[config.mk]
export PLATFORM = sky130hd
export DESIGN_NAME = counter_sequencer
export DESIGN_NICKNAME = d
export VERILOG_FILES = /design/src/rtl/counter_pkg.sv /design/src/rtl/tick_prescaler.sv /design/src/rtl/counter_sequencer.sv
export SDC_FILE = /design/constraint.sdc
export NUM_CORES = 1
export LEC_CHECK = 0
export CORE_MARGIN = 2
export CORE_UTILIZATION = 40
export DETAILED_ROUTE_END_ITERATION = 10
export HOLD_SLACK_MARGIN = 0.03
export PLACE_DENSITY = 0.76
export SETUP_SLACK_MARGIN = 0.02
export SLEW_MARGIN = 20
export SYNTH_ARGS = -nofsm -noshare
export SYNTH_HDL_FRONTEND = slang
export SYNTH_HIERARCHICAL = 1
export SYNTH_SLANG_ARGS = --single-unit
[constraint.sdc]
create_clock -name CLK -period 3.3 [get_ports CLK]
set_input_delay 0.66 -clock CLK [delete_from_list [all_inputs] [get_ports CLK]]
set_output_delay 0.66 -clock CLK [all_outputs]
set_load 0.01 [all_outputs]
[src/rtl/counter_pkg.sv]
// counter_pkg: shared definitions for the LED counter run controller.
// Holds the FSM state encoding, the run-mode encoding, the default
// counter width and a small state-classification helper.
package counter_pkg;

    localparam int unsigned DEFAULT_WIDTH = 3;

    typedef enum logic [1:0] {
        IDLE     = 2'd0,
        RUN_UP   = 2'd1,
        RUN_DOWN = 2'd2,
        FINISH   = 2'd3
    } state_e;

    typedef enum logic [1:0] {
        MODE_UP    = 2'd0,
        MODE_DOWN  = 2'd1,
        MODE_PP    = 2'd2,
        MODE_SWEEP = 2'd3
    } mode_e;

    // True for the two states in which the counter is being driven.
    function automatic logic is_run(state_e s);
        return (s == RUN_UP) || (s == RUN_DOWN);
    endfunction

endpackage

[src/rtl/tick_prescaler.sv]
// tick_prescaler: divides the clock into a registered one-cycle tick.
// While running, an internal count walks 0..TICK_DIV-1 and the tick is
// high exactly in the cycle where the count equals TICK_DIV-1.
// Ports:
//   CLK   in  clock, rising edge
//   RST   in  synchronous active-high reset
//   clear in  force count to 0 and suppress the tick next cycle
//   run   in  advance the count (ignored while clear is high)
//   tick  out registered one-cycle tick, period TICK_DIV
module tick_prescaler #(
    parameter int unsigned TICK_DIV = 4
) (
    input  logic CLK,
    input  logic RST,
    input  logic clear,
    input  logic run,
    output logic tick
);

    localparam int unsigned CW = $clog2(TICK_DIV);
    localparam logic [CW-1:0] LAST = CW'(TICK_DIV - 1);

    logic [CW-1:0] cnt_q, cnt_d;
    logic          tick_q, tick_d;

    // The tick is registered off the next count, so it lines up with the
    // cycle in which the registered count sits at LAST.
    always_comb begin
        cnt_d  = cnt_q;
        tick_d = 1'b0;
        if (clear) begin
            cnt_d = '0;
        end else if (run) begin
            cnt_d  = (cnt_q == LAST) ? '0 : cnt_q + CW'(1);
            tick_d = (cnt_d == LAST);
        end
    end

    always_ff @(posedge CLK) begin
        if (RST) begin
            cnt_q  <= '0;
            tick_q <= 1'b0;
        end else begin
            cnt_q  <= cnt_d;
            tick_q <= tick_d;
        end
    end

    assign tick = tick_q;

endmodule

[src/rtl/counter_sequencer.sv]
// counter_sequencer: run controller for the LED up/down counter.
// Issues DIR and a periodic CNT_EN tick, watches the counter value and
// implements continuous up, continuous down, ping-pong and single sweep.
// Ports:
//   CLK    in  clock, rising edge
//   RST    in  synchronous active-high reset
//   START  in  strobe, begins a run in MODE (ignored while busy)
//   STOP   in  strobe, aborts a run (wins over START)
//   MODE   in  00 up, 01 down, 10 ping-pong, 11 single sweep up
//   LED_IN in  current counter value
//   DIR    out 1 = count up, 0 = count down (registered)
//   CNT_EN out one-cycle count enable (registered)
//   BUSY   out high in RUN_UP / RUN_DOWN
//   DONE   out one-cycle pulse when a sweep completes
module counter_sequencer
    import counter_pkg::*;
#(
    parameter int unsigned WIDTH    = DEFAULT_WIDTH,
    parameter int unsigned TICK_DIV = 4
) (
    input  logic             CLK,
    input  logic             RST,
    input  logic             START,
    input  logic             STOP,
    input  logic [1:0]       MODE,
    input  logic [WIDTH-1:0] LED_IN,
    output logic             DIR,
    output logic             CNT_EN,
    output logic             BUSY,
    output logic             DONE
);

    localparam logic [WIDTH-1:0] MAX_VAL = '1;

    state_e state_q, state_d;
    mode_e  mode_q, mode_d;
    logic   dir_q, dir_d;
    logic   at_max, at_min;
    logic   ps_clear, ps_run;

    // Limits are only acted on between ticks, so a value seen in the same
    // cycle as a tick never triggers a second decision on stale data.
    assign at_max = (LED_IN == MAX_VAL) && !CNT_EN;
    assign at_min = (LED_IN == '0) && !CNT_EN;

    always_comb begin
        state_d = state_q;
        mode_d  = mode_q;
        dir_d   = dir_q;
        unique case (state_q)
            IDLE: begin
                if (START && !STOP) begin
                    mode_d  = mode_e'(MODE);
                    state_d = (mode_e'(MODE) == MODE_DOWN) ? RUN_DOWN : RUN_UP;
                end
            end
            RUN_UP: begin
                if (STOP) begin
                    state_d = IDLE;
                end else if (at_max) begin
                    if (mode_q == MODE_PP) begin
                        state_d = RUN_DOWN;
                    end else if (mode_q == MODE_SWEEP) begin
                        state_d = FINISH;
                    end
                end
            end
            RUN_DOWN: begin
                if (STOP) begin
                    state_d = IDLE;
                end else if (at_min && mode_q == MODE_PP) begin
                    state_d = RUN_UP;
                end
            end
            FINISH: begin
                state_d = IDLE;
            end
            default: state_d = IDLE;
        endcase

        if (state_d == RUN_UP) begin
            dir_d = 1'b1;
        end else if (state_d == RUN_DOWN) begin
            dir_d = 1'b0;
        end
    end

    always_ff @(posedge CLK) begin
        if (RST) begin
            state_q <= IDLE;
            mode_q  <= MODE_UP;
            dir_q   <= 1'b0;
        end else begin
            state_q <= state_d;
            mode_q  <= mode_d;
            dir_q   <= dir_d;
        end
    end

    // Prescaler restarts on every run start and is held cleared whenever the
    // next state is not a run state; a reversal keeps its phase.
    assign ps_clear = (state_q == IDLE) || !is_run(state_d);
    assign ps_run   = is_run(state_q);

    tick_prescaler #(
        .TICK_DIV(TICK_DIV)
    ) u_prescaler (
        .CLK  (CLK),
        .RST  (RST),
        .clear(ps_clear),
        .run  (ps_run),
        .tick (CNT_EN)
    );

    assign DIR  = dir_q;
    assign BUSY = is_run(state_q);
    assign DONE = (state_q == FINISH);

endmodule

==> out/metrics.yaml <==
outcome:
  status: "completed"
synthesis:
  synth_warnings: 6
  synth_area_um2: 554.3
  ys_types: 28
  async_reset_ff_frac: 0
  yosysSeqAreaShare: 0.2889
  synth_edf_count: 0
  synth-seq-cells: 8
  syn_nets: 77
  synth_cells: 61
  ys.flop_type: "dfxtp_1"
  syn_avg_cell_area_um2: 9.087
final_layout:
  final_layout_size_suffix_gt1_frac: 0.1447
  antenna_cells: 0
  utilization: 0.5519
  final_nets: 94
  syn_to_final_growth_pct: 29.57
  fillers: 131
  final_area_um2: 718.2
worst_setup_path:
  cp_max_fo: 4
  worstSetupEndpointType: "flop"
  r2r_slack_ps: 760
  cp_slowest_stage_delay_ps: 570
  rr_endpoint: "u_prescaler/cnt_q[1]"
  arrival_ps: 2910
  crit_slowest_cell: "clkdlybuf4s50_1"
  reg2reg_depth: 8
  required_ps: 3430
  worstReg2RegStart: "state_q[0]"
  crit_chain: "clkdlybuf4s50_1, nor4_4, a211oi_1, o221ai_1, and2_2, ha_1, or2_2, a2111oi_0"
  crit_type: "in2reg"
  worstSetupStartpointType: "primary input"
clock_tree:
  clockBufferDepth: 2
  clock_latency_ps: 250
  h-tree-depth: 1
  cts_setup_buffers: 0
  cts_sinks: 8
  numCtsBuffers: 3
  ctsHoldBuffers: 0
  cts_resized: 0
  clkSlewWorstSetupHoldPaths_ps: 50
  cts_tree: "yes"
  clock-root-buffer: "clkbuf_4"
die:
  coreArea_um2: 1301
  fp.dieW_um: 41.23
  initial_core_util: 0.4260
  rows: 13
  ios: 13
  die_h_um: 41.23
  dieArea_um2: 1700
timing:
  slew_violations: 0
  rsz0062_at_grt: "false"
  relSlewSlack: 0.7872
  fin_skew_ps: 0.6197
  min_period_over_period: 0.8433
  finalSetupTns_ps: 0
  worst_pin_slew_ps: 311.2
  hold_violations: 0
  max_freq_mhz: 359.3
  setup_viol: 0
  period_needed_ps: 2783
  layout_setup_ws_ps: 517.0
pwr:
  power_frac_clock: 0.143
  switching_share: 0.3886
  p_leak_nw: 0.2868
  peakVddDrop_mv: 0.5039
  p_per_area_nw_per_um2: 707.8
  p_switching_uw: 197.5
  power.total_uw: 508.3
  intPower_uw: 310.8
  p_seq_frac: 0.280
  comb_power_share: 0.576
drt:
  vias_per_cell: 5.088
  vias: 463
  drtIter0Drc: 5
  wl_per_cell_um: 11.82
  drc: 0
  dr.pass1.iters: 4
  ant_nets: 0
  drt-total-wl_mm: 1.076
grt:
  grt_pass1_vias: 389
  grtUsageMet3: 0.01630
  grt_start_max_net_pins: 11
  grtUsageTotal: 0.1492
  grt_busiest_layer: "met2"
  grt_pass1_wl_mm: 1.662
  antenna_found_initial: 0
  grt_util_met1: 0.2065
  grt_use_met2: 0.2266
  grt_overflow_total: 0
hold_path:
  min_to: "mode_q[1]"
  hold_depth: 2
  hp-class: "reg2reg"
  hp-start: "mode_q[1]"
placement:
  place_hpwl_um: 826.2
  place_area_um2: 695.7
  pre_cts_slack_ps: 267.4
  io_buffers: 12
  place_congestion: 0.7078
run:
  cap_violations: 0
Yosys cell counts, drive strengths merged (2+ instances only):
cell,count,area (um2)
dfxtp,8,160.2
ha,7,87.58
nand2,5,18.77
nor2,5,18.77
a211oi,4,40.03
a21oi,4,20.02
inv,4,15.01
a41o,2,20.02
and3b,2,17.52
nand3,2,10.01
nand3b,2,15.01
nor2b,2,15.02
cells by family (layout without fill, tap and decap cells):
kind of cell | count (synthesis) | in the layout | share of synthesized area
simple gates | 26 | 26 | 0.3003
flops | 8 | 8 | 0.2889
mux | 1 | 1 | 0.01806
fa+ha+maj | 7 | 7 | 0.1580
compound gates | 14 | 14 | 0.1986
buf+inv | 5 | 20 | 0.03610
power by group through the flow:
stage | Combinational (mW) | Clock (mW) | Sequential (mW)
floorplan | 0.210 | 0 | 0.143
global placement | 0.287 | 0 | 0.144
detailed placement | 0.291 | 0 | 0.145
CTS | 0.293 | 0.0769 | 0.143
global route | 0.325 | 0.0818 | 0.145
finish | 0.293 | 0.0729 | 0.142
layout make-up:
class / count / area [um2] / area share
inverters: 4 / 15.01 / 0.02091
well taps: 15 / 18.77 / 0.02613
clock buffers: 3 / 22.52 / 0.03136
flip-flops and latches: 8 / 160.2 / 0.2230
multi-input cells: 48 / 374.1 / 0.5209
repair buffers: 13 / 127.6 / 0.1777
routing by layer:
layer | vias up | part of all wire
met4 | 0 | 0
li1 | 250 | -
met1 | 201 | 0.50
met5 | - | 0
met3 | 0 | 0.061
met2 | 12 | 0.43
cells in the final DEF (no fill, tap or decap), types with 2 or more instances in the layout:
master,count
dfxtp_1,8
clkbuf_4,3
and3b_1,2
nand3b_1,2
inv_1,4
nand2_1,5
ha_1,7
a211oi_2,2
nand3_1,2
nor2_1,5
a211oi_1,2
a21oi_1,4
clkdlybuf4s50_1,12
a41o_1,2
registers in the layout (all words and copies together) (netlist names):
name,cells
u_prescaler/tick,1
DIR,1
state_q,2
u_prescaler/cnt_q,2
mode_q,2
metrics by stage:
step	hold WS, ps	std cells
2_1_floorplan	430.9	61
3_3_place_gp	446.3	88
3_5_place_dp	452.5	88
4_1_cts	462.5	91
5_1_grt	500.9	91
6_report	467.6	91
worst max-delay path by stage:
stage | start | end | slack [ps]
floorplan | state_q[0] | u_prescaler/cnt_q[1] | 950
global placement | LED_IN[2] | u_prescaler/cnt_q[1] | 320
detailed placement | LED_IN[2] | u_prescaler/cnt_q[1] | 270
CTS | LED_IN[2] | u_prescaler/cnt_q[1] | 540
global route | LED_IN[2] | u_prescaler/cnt_q[1] | 390
finish | LED_IN[2] | u_prescaler/cnt_q[1] | 520
critical path: cells and delay by family:
family,cells,cell delay [ps]
simple gates,3,630
fa+ha+maj,1,310
buf+inv,1,570
compound gates,3,760
Note: power is estimated with default switching activity, not from simulation.
